**config.mk**
```make
export PLATFORM = sky130hd
export DESIGN_NAME = seq_mult_ctrl
export DESIGN_NICKNAME = d
export VERILOG_FILES = /design/src/rtl/mult_pkg.sv /design/src/rtl/seq_mult_dp.sv /design/src/rtl/seq_mult_ctrl.sv
export SDC_FILE = /design/constraint.sdc
export NUM_CORES = 1
export LEC_CHECK = 0
export CORE_UTILIZATION = 30
export DETAILED_ROUTE_END_ITERATION = 12
export PLACE_DENSITY = 0.47
export SETUP_SLACK_MARGIN = 0.4
export SLEW_MARGIN = 20
export SYNTH_ARGS = -nofsm -noshare
export SYNTH_HDL_FRONTEND = slang
export SYNTH_HIERARCHICAL = 1
export SYNTH_SLANG_ARGS = --single-unit
```
**constraint.sdc**
```tcl
create_clock -name clk -period 3.4 [get_ports clk]
set_input_delay 0.51 -clock clk [delete_from_list [all_inputs] [get_ports clk]]
set_output_delay 0.51 -clock clk [all_outputs]
set_load 0.01 [all_outputs]
```
**src/rtl/mult_pkg.sv**
```systemverilog
// Shared definitions for the sequential shift-add multiplier.
// State encoding and default operand width.
package mult_pkg;

  localparam int WL_DEF = 4;

  typedef enum logic [1:0] {
    ST_IDLE = 2'd0,
    ST_CALC = 2'd1,
    ST_DONE = 2'd2
  } state_t;

endpackage

```
**src/rtl/seq_mult_dp.sv**
```systemverilog
// Shift-add datapath: accumulator, shifting operands, step counter.
// Steered by load/step strobes from the controller.
module seq_mult_dp
  import mult_pkg::*;
#(
  parameter int WL = WL_DEF,
  parameter int CW = $clog2(WL + 1)
) (
  input  logic            clk,
  input  logic            rst,
  input  logic            load,
  input  logic            step,
  input  logic [WL-1:0]   a,
  input  logic [WL-1:0]   b,
  output logic            last,
  output logic [2*WL-1:0] sum
);

  logic [2*WL-1:0] acc;
  logic [2*WL-1:0] mcand;
  logic [WL-1:0]   mplier;
  logic [CW-1:0]   count;

  // Accumulator value after the current step
  assign sum  = acc + (mplier[0] ? mcand : '0);
  assign last = (count == CW'(WL - 1));

  always_ff @(posedge clk) begin
    if (rst) begin
      acc    <= '0;
      mcand  <= '0;
      mplier <= '0;
      count  <= '0;
    end else if (load) begin
      acc    <= '0;
      mcand  <= {{WL{1'b0}}, a};
      mplier <= b;
      count  <= '0;
    end else if (step) begin
      acc    <= sum;
      mcand  <= mcand << 1;
      mplier <= mplier >> 1;
      count  <= count + 1'b1;
    end
  end

endmodule

```
**src/rtl/seq_mult_ctrl.sv**
```systemverilog
// Multi-cycle unsigned multiplier: FSM plus registered outputs.
// One partial product per clock, fixed WL-cycle latency.
module seq_mult_ctrl
  import mult_pkg::*;
#(
  parameter int WL = WL_DEF
) (
  input  logic            clk,
  input  logic            rst,
  input  logic            start,
  input  logic [WL-1:0]   a,
  input  logic [WL-1:0]   b,
  output logic            busy,
  output logic            done,
  output logic [2*WL-1:0] product
);

  localparam int CW = $clog2(WL + 1);

  state_t          state, state_n;
  logic            load, step, last;
  logic [2*WL-1:0] sum;

  seq_mult_dp #(.WL(WL), .CW(CW)) u_dp (
    .clk  (clk),
    .rst  (rst),
    .load (load),
    .step (step),
    .a    (a),
    .b    (b),
    .last (last),
    .sum  (sum)
  );

  always_comb begin
    state_n = state;
    load    = 1'b0;
    step    = 1'b0;
    unique case (state)
      ST_IDLE: begin
        if (start) begin
          load    = 1'b1;
          state_n = ST_CALC;
        end
      end
      ST_CALC: begin
        step = 1'b1;
        if (last) state_n = ST_DONE;
      end
      ST_DONE: begin
        if (start) begin
          load    = 1'b1;
          state_n = ST_CALC;
        end else begin
          state_n = ST_IDLE;
        end
      end
      default: state_n = ST_IDLE;
    endcase
  end

  // Flags are registered from the next state so they align with it
  always_ff @(posedge clk) begin
    if (rst) begin
      state   <= ST_IDLE;
      busy    <= 1'b0;
      done    <= 1'b0;
      product <= '0;
    end else begin
      state <= state_n;
      busy  <= (state_n == ST_CALC);
      done  <= (state_n == ST_DONE);
      if (step && last) product <= sum;
    end
  end

endmodule

```
* After elaboration in Yosys (flattened, before gate mapping)
Index checks and enable logic that the tools add are counted.
** Storage, ports and cells
- Register bits :: 35
- Input bits :: 11
- Output and inout port bits :: 10
- Logic and storage cells :: 33
** Operators by class
- Add/sub/neg operators :: 2
- Equal/unequal tests :: 5
- Muxes and demuxes :: 12
- Reduce and logical (&&, ||, !) cells :: 5
** Operators with widths (count)
- 4-bit 2-to-1 mux :: 4
- 8-bit adder :: 1
- 8-bit 2-to-1 mux :: 1
- 2-bit one-hot mux with 3 select lines :: 1
- 2-bit by 1-bit == test with 1-bit output (second input constant) :: 2
- 2-bit == test (second input constant) :: 2
- 1-bit 2-to-1 mux :: 4
- 2-bit 2-to-1 mux :: 2
- 2-bit OR reduction :: 2
- 3-bit by 1-bit adder with 3-bit output (second input constant) :: 1
- 3-bit by 2-bit == test with 1-bit output (second input constant) :: 1
- 2-bit zero test :: 1
- 2-bit nonzero test :: 1
- 1-bit logical AND :: 1

* Depth between registers and ports, before layout
Gate-level depths: netlist of the first run.
- Depth in word-level cells :: 4
- Depth in mapped cells :: 11

* Modules after synthesis
Netlist of the first run, hierarchy kept.
** Modules (own cells, without submodules)
- seq_mult_dp :: times used 1, cells each 157, area an instance 1335.0 um^2
- seq_mult_ctrl :: times used 1, cells each 47, area an instance 501.7 um^2

* Worst setup path before layout of the first run
Ideal clock, no wire load.
- Kind :: register to register
- Start point :: register u_dp.mplier[0]
- End point :: register u_dp.acc[6]
- Setup time :: 0.120 ns
- Arrival time :: 1.896 ns
- Slack :: 1.385 ns
- Cell stages (with the launch flop) :: 10
- Period minus slack after synthesis :: 2.015 ns
- Cell sequence :: dfxtp_1 > and2_1 > ha_1 > inv_1 > fa_1 > nor2b_1 > o21ai_1 > a21boi_1 > o21ai_0 > a211o_1
** Between the ends
- Longest elaborated chain between the ends :: 2
** RTL lines
- start: declaration :: line seq_mult_dp.sv:21 : logic [WL-1:0] mplier;
- start signal: assignment :: line seq_mult_dp.sv:42 : mplier <= mplier >> 1;
- 8-bit 2-to-1 mux :: line seq_mult_dp.sv:25 : assign sum = acc + (mplier[0] ? mcand : '0);
- 8-bit adder :: line seq_mult_dp.sv:25
- end signal: assignment :: line seq_mult_dp.sv:40 : acc <= sum;
- end: declaration :: line seq_mult_dp.sv:19 : logic [2*WL-1:0] acc;
Every way passes these cells.
A chain may end at the register's enable or synchronous reset.

* Worst setup path after layout of the first run
Same ends and word-level chain as after synthesis.

==> results of run 1 <==
worst max-delay path, stage by stage (launching register included):
cell      delay [ns]
dfxtp_1         0.45
and2_1          0.17
ha_1            0.19
inv_1           0.06
fa_1            0.39
nor2b_1         0.13
o21ai_1         0.09
a21boi_1        0.28
o21ai_0         0.12
a211o_1         0.26
sequential cells by signal, summed over array words and instances (netlist names):
register / count
busy: 1
done: 1
product: 8
state: 2
u_dp/acc: 8
u_dp/count: 3
u_dp/mcand: 8
u_dp/mplier: 4
power groups by stage:
stage | combinational, W | sequential [W] | clock (W)
after global routing | 0.0000938 | 0.000430 | 0.000364
after global placement | 0.0000850 | 0.000438 | 0
after CTS | 0.0000855 | 0.000428 | 0.000349
after detailed placement | 0.0000850 | 0.000438 | 0
final | 0.0000841 | 0.000428 | 0.000336
after floorplan | 0.0000606 | 0.000436 | 0
cell type report:
cell class	instances	area [um^2]	share of cell area
multi-input combinational	150	1040	0.477
timing repair buffer	23	223	0.102
clock buffer	8	100	0.0458
inverter	7	26.3	0.0120
tap	75	93.8	0.0429
sequential	35	701	0.320
layout by cell type, fill, tap and decap left out, types with 2 or more instances in the layout:
master            n
clkdlybuf4s50_1  20
nand2_1           7
dfxtp_1          35
xnor2_1           7
ha_1              9
o21ba_2           2
a211oi_1          5
and2_1            6
nor3_1            2
buf_4             3
clkbuf_8          7
nand2b_1         16
nor2_1           30
nor3b_1           4
mux2i_1          23
o21ai_0           4
inv_1             7
or3_1             2
a21oi_1          11
nor2b_1           4
routing by layer:
metal / up-vias / global-route usage / share of wire
met2: 22 / 0.187 / 0.42
li1: 733 / - / -
met5: - / 0 / 0
met4: 0 / 0.0482 / 0.017
met3: 5 / 0.0375 / 0.028
met1: 577 / 0.156 / 0.54
metrics by stage:
step | worst slack [ns] | instances
after floorplan | 1.38 | 204
after global placement | 1.11 | 290
after detailed placement | 1.10 | 290
after CTS | 1.12 | 298
after global routing | 0.899 | 298
final | 1.15 | 298
path summary, 6_finish.rpt:
check / start / endpoint / slack [ns] / cells after the start
worst max-delay path: u_dp/mplier[0]$_SDFFE_PP0P_ / u_dp/acc[6]$_SDFFE_PP0P_ / 1.15 / 9
worst min-delay path: product[5]$_SDFFE_PP0P_ / product[5]$_SDFFE_PP0P_ / 0.48 / 2
worst min register to register: product[5]$_SDFFE_PP0P_ / product[5]$_SDFFE_PP0P_ / 0.48 / 2
worst max register to register: u_dp/mplier[0]$_SDFFE_PP0P_ / u_dp/acc[6]$_SDFFE_PP0P_ / 1.15 / 9
kinds of logic (layout without fill, tap and decap cells):
kind of cell / count (synthesis) / count (layout) / synth area share
flip-flops: 35 / 35 / 0.381
XOR/XNOR: 7 / 7 / 0.0334
AND/OR/NAND/NOR: 77 / 77 / 0.216
AO/OA/AOI/OAI: 33 / 33 / 0.121
buffers and inverters: 19 / 38 / 0.0504
multiplexers: 23 / 23 / 0.125
adder cells (fa/ha/maj): 10 / 10 / 0.0722
==> results.toml, run 1 <==
[cells_and_area]
syn2layout_area_growth_pct = 19.1
drive_above_1_share = 0.0583
postLayoutCoreUtil = 0.369
layout.nets = 243
n_antenna_cell = 0
design_area_um2 = 2190
n_fill_cell = 621

[routing]
ant_nets = 0
drt_iter0_drc = 42
drt-wirelength-per-cell_um = 11.5
drt_wl_total_um = 3440
vias = 1337
drc = 0
dr.pass1.iters = 4
via_per_inst = 4.49

[sta]
post-route-period-util = 0.663
clock_skew_ns = 0.00569
slew_viol_final = 0
tightest_slew_ns = 0.554
fin_crit_ns = 2.25
finalSetupTns_ns = 0
hold_viol_final = 0
setup_viol = 0
relSlewSlack = 0.631
max_freq_ghz = 0.444
rsz0062_at_grt = "false"
whs_ns = 0.476

[placed_design]
placed_area_um2 = 2090
place_congestion = 0.791
io_buffers = 20
hpwl_um = 2380

[floorplan]
die_h_um = 80.2
initial_core_util = 0.310
die_w_um = 80.2
rows = 28
core_area_um2 = 5920
io_pins = 21
die_area_um2 = 6440

[clock_network]
h-tree-depth = 2
clkSlewWorstSetupHoldPaths_ns = 0.07
root_buffer = "clkbuf_8"
cts_buffers = 5
postCtsHoldBufs = 0
cts_sinks = 35
cts_tree = "yes"
post-cts-setup-buffers = 0
cts_repair_resize_count = 0
ctsLongestPathBuffers = 2
worstSkewPairLatency_ns = 0.29

[synthesis]
synth_area_leaders = "dfxtp_1 38%, mux2i_1 13%, ha_1 6.1%"
netlist_area_um2 = 1840
synth.most_common_cell = "dfxtp_1"
synth_top_area_frac = 0.381
yosysUniqueCellTypes = 38
yosysWarnings = 6
ys_ff_latch = 35
synth_top_area_cell = "dfxtp_1"
syn_inst = 204
synth_fp_nets = 225
avgSynthCellArea_um2 = 9.00
synthTopCellsByCount = "35 x dfxtp_1, 30 x nor2_1, 23 x mux2i_1"
synth_edf_count = 0
yosysSeqAreaShare = 0.381
synthArstFlopShare = 0
synth_ff_type = "dfxtp_1"

[run_status]
outcome = "finished clean"

[power]
power_density_nw_per_um2 = 388
ir_drop_v = 0.000119
p_int_w = 0.000646
power_frac_seq = 0.504
p_comb_frac = 0.099
power.net_switching_w = 0.000202
clkPwrFrac = 0.396
p_total_w = 0.000848
total_leakage_power_nw = 0.840
swShare = 0.238

[worst_setup_path]
start_kind = "flip-flop"
critPathCaptureType = "flip-flop"
worstPathRequired_ns = 3.58
cp_data_arrival_time_ns = 2.43
crit_type = "reg2reg"
path_max_fanout = 9

[global_route]
grt_usage = 0.121
grt_max_degree = 31
grt_pass1_vias = 1252
grt-ovfl-total = 0
antenna_found_initial = 0
grt_pass1_wl_um = 5940

[job]
cap_violations = 0

[worst_hold_path]
hold_path.class = "reg2reg"
Power figures use the tool's default switching activity.
==> inputs of run 2 (changes only) <==
- PLACE_DENSITY: 0.47 -> 0.49
- clock period: 3.4 -> 1.9 ns (I/O delays scaled with it)
==> results.toml, run 2 (synthesis results as in run 1) <==
[routing]
ant_nets = 0
met3_length_um = 122
dr.pass1.iters = 3
vias = 1526
drc = 0
met2_length_um = 2010
drt_wl_total_um = 4140
drt-met1-wl_um = 1940
highest_layer = "met4"
drt_iter0_drc = 56
drt-wirelength-per-cell_um = 12.6
via_per_inst = 4.65

[sta]
hold_viol_final = 0
tightest_slew_ns = 0.290
relSlewSlack = 0.806
clock_skew_ns = 0.00400
max_freq_ghz = 0.526
setup_slack_ns = -0.00209
fin_crit_ns = 1.90
post-route-period-util = 1.00
slew_viol_final = 0
setup_viol = 1
rsz0062_at_grt = "true"

[placed_design]
io_buffers = 20
placed_cells = 312
placed_area_um2 = 2270
hpwl_um = 2910
place_congestion = 0.812

[clock_network]
h-tree-depth = 2
clkSlewWorstSetupHoldPaths_ns = 0.08
worstSkewPairLatency_ns = 0.29
cts_sinks = 35
cts_buffers = 5
cts_tree = "yes"
postCtsHoldBufs = 0
root_buffer = "clkbuf_8"
ctsLongestPathBuffers = 2

[cells_and_area]
multi_input_comb_area_um2 = 1260
fin_cells = 328
final_cell_mix = "32 x dfxtp_1, 30 x nor2_1, 28 x buf_4, 23 x mux2i_1, 17 x clkdlybuf4s50_1"
layout.nets = 273
drive_above_1_share = 0.312
syn2layout_area_growth_pct = 45.3
reg.largest.list = "product (8), u_dp/acc (8), u_dp/mcand (8)"
design_area_um2 = 2670
n_fill_cell = 563
n_antenna_cell = 0
seq_area_um2 = 707
final_common_cell = "dfxtp_1"

[worst_setup_path]
start_kind = "flip-flop"
crit_family = "flip-flops"
worstPathRequired_ns = 2.13
worstPathBufferInverterCount = 1
cpMaxStageDelayCell = "dfxtp_4"
critPathMaxStageDelay_ns = 0.35
crit_type = "reg2reg"
critPathCaptureType = "flip-flop"
crit_path_cell_trace = "buf_4 -> and2_4 -> ha_4 -> o21ai_4 -> o211ai_1 -> nand2_2 -> xnor2_2 -> xnor2_1 -> nand2b_1 -> mux2i_1"
path_max_fanout = 4
cp_data_arrival_time_ns = 2.13

[power]
power_frac_seq = 0.494
p_int_w = 0.00115
ir_drop_v = 0.000254
p_comb_frac = 0.125
power_density_nw_per_um2 = 580
clkPwrFrac = 0.382
total_leakage_power_nw = 1.08
swShare = 0.258
power.net_switching_w = 0.000399

[floorplan]
core_area_um2 = 5920
initial_core_util = 0.310
die_w_um = 80.2
die_h_um = 80.2
die_area_um2 = 6440
io_pins = 21
rows = 28

[worst_hold_path]
hold_path.class = "reg2reg"

[global_route]
grt_usage = 0.147
antenna_found_initial = 0
grt_pass1_vias = 1532
grt_max_degree = 25
grt_pass1_wl_um = 7160
grt-ovfl-total = 0

[job]
cap_violations = 0

[run_status]
violations = "setup timing"
outcome = "finished with violations"
## run 2: cell types whose count changed in the layout (fill, tap and decap cells not counted), moves of 4 or more
cell and delta:
a211oi_1 -4, buf_6 +4, buf_4 +25, ha_4 +6, o21ai_0 -4, and2_1 -4, ha_1 -6, and2_4 +4
## run 2: power by group through the flow
| stage | combinational, W | sequential (W) | clock (W) |
|---|---|---|---|
| 5_1_grt | 0.000216 | 0.000769 | 0.000651 |
| 4_1_cts | 0.000189 | 0.000765 | 0.000620 |
| 2_1_floorplan | 0.000109 | 0.000781 | 0 |
| 3_5_place_dp | 0.000173 | 0.000782 | 0 |
| 3_3_place_gp | 0.000173 | 0.000782 | 0 |
| 6_report | 0.000193 | 0.000764 | 0.000591 |
## run 2: layout make-up
cell class                      count  share of cell area
Clock buffer                        6              0.0309
Clock inverter                      2             0.00609
Inverter                            7             0.00985
Multi-Input combinational cell    150               0.474
Sequential cell                    35               0.265
Tap cell                           75              0.0352
Timing Repair Buffer               53               0.179
## run 2: routing by layer
| layer | up-vias | track usage |
|---|---|---|
| met4 | 0 | 0.0536 |
| li1 | 785 | - |
| met2 | 27 | 0.255 |
| met5 | - | 0 |
| met1 | 708 | 0.177 |
| met3 | 6 | 0.0341 |
## run 2: tightest hold or removal path: stages, from the launching register on
cell and delay [ns]:
dfxtp_1 0.32, nand2b_1 0.06, mux2i_1 0.05
## run 2: stage by stage
stage / total power (W) / util / hold slack, ns / setup slack (ns) / TNS (ns)
after CTS: 0.00157 / 0.437 / 0.480 / -0.0167 / -0.0167
final: 0.00155 / 0.451 / 0.473 / -0.00209 / -0.00209
after floorplan: 0.000890 / - / 0.424 / 0.0555 / 0
after global placement: 0.000956 / 0.383 / 0.460 / -0.0426 / -0.0795
after detailed placement: 0.000955 / 0.383 / 0.468 / -0.0709 / -0.156
after global routing: 0.00164 / 0.451 / 0.495 / -0.113 / -0.471
## run 2: repair_timing
action                     in CTS  in global routing
pin swaps                      18                 15
setup endpoints to repair      14                 23
buffers inserted                6                  2
hold endpoints to repair        0                  0
resized for setup              34                 14
cloned                          0                  0
## run 2: final timing paths
| kind | slack (ns) | depth (start not counted) | to | start |
|---|---|---|---|---|
| worst max-delay path | -0.002 | 10 | product[7]$_SDFFE_PP0P_ | u_dp/mplier[0]$_SDFFE_PP0P_ |
| worst min-delay path | 0.47 | 2 | product[5]$_SDFFE_PP0P_ | product[5]$_SDFFE_PP0P_ |
| worst max register to register | -0.002 | 10 | product[7]$_SDFFE_PP0P_ | u_dp/mplier[0]$_SDFFE_PP0P_ |
| worst min register to register | 0.47 | 2 | product[5]$_SDFFE_PP0P_ | product[5]$_SDFFE_PP0P_ |
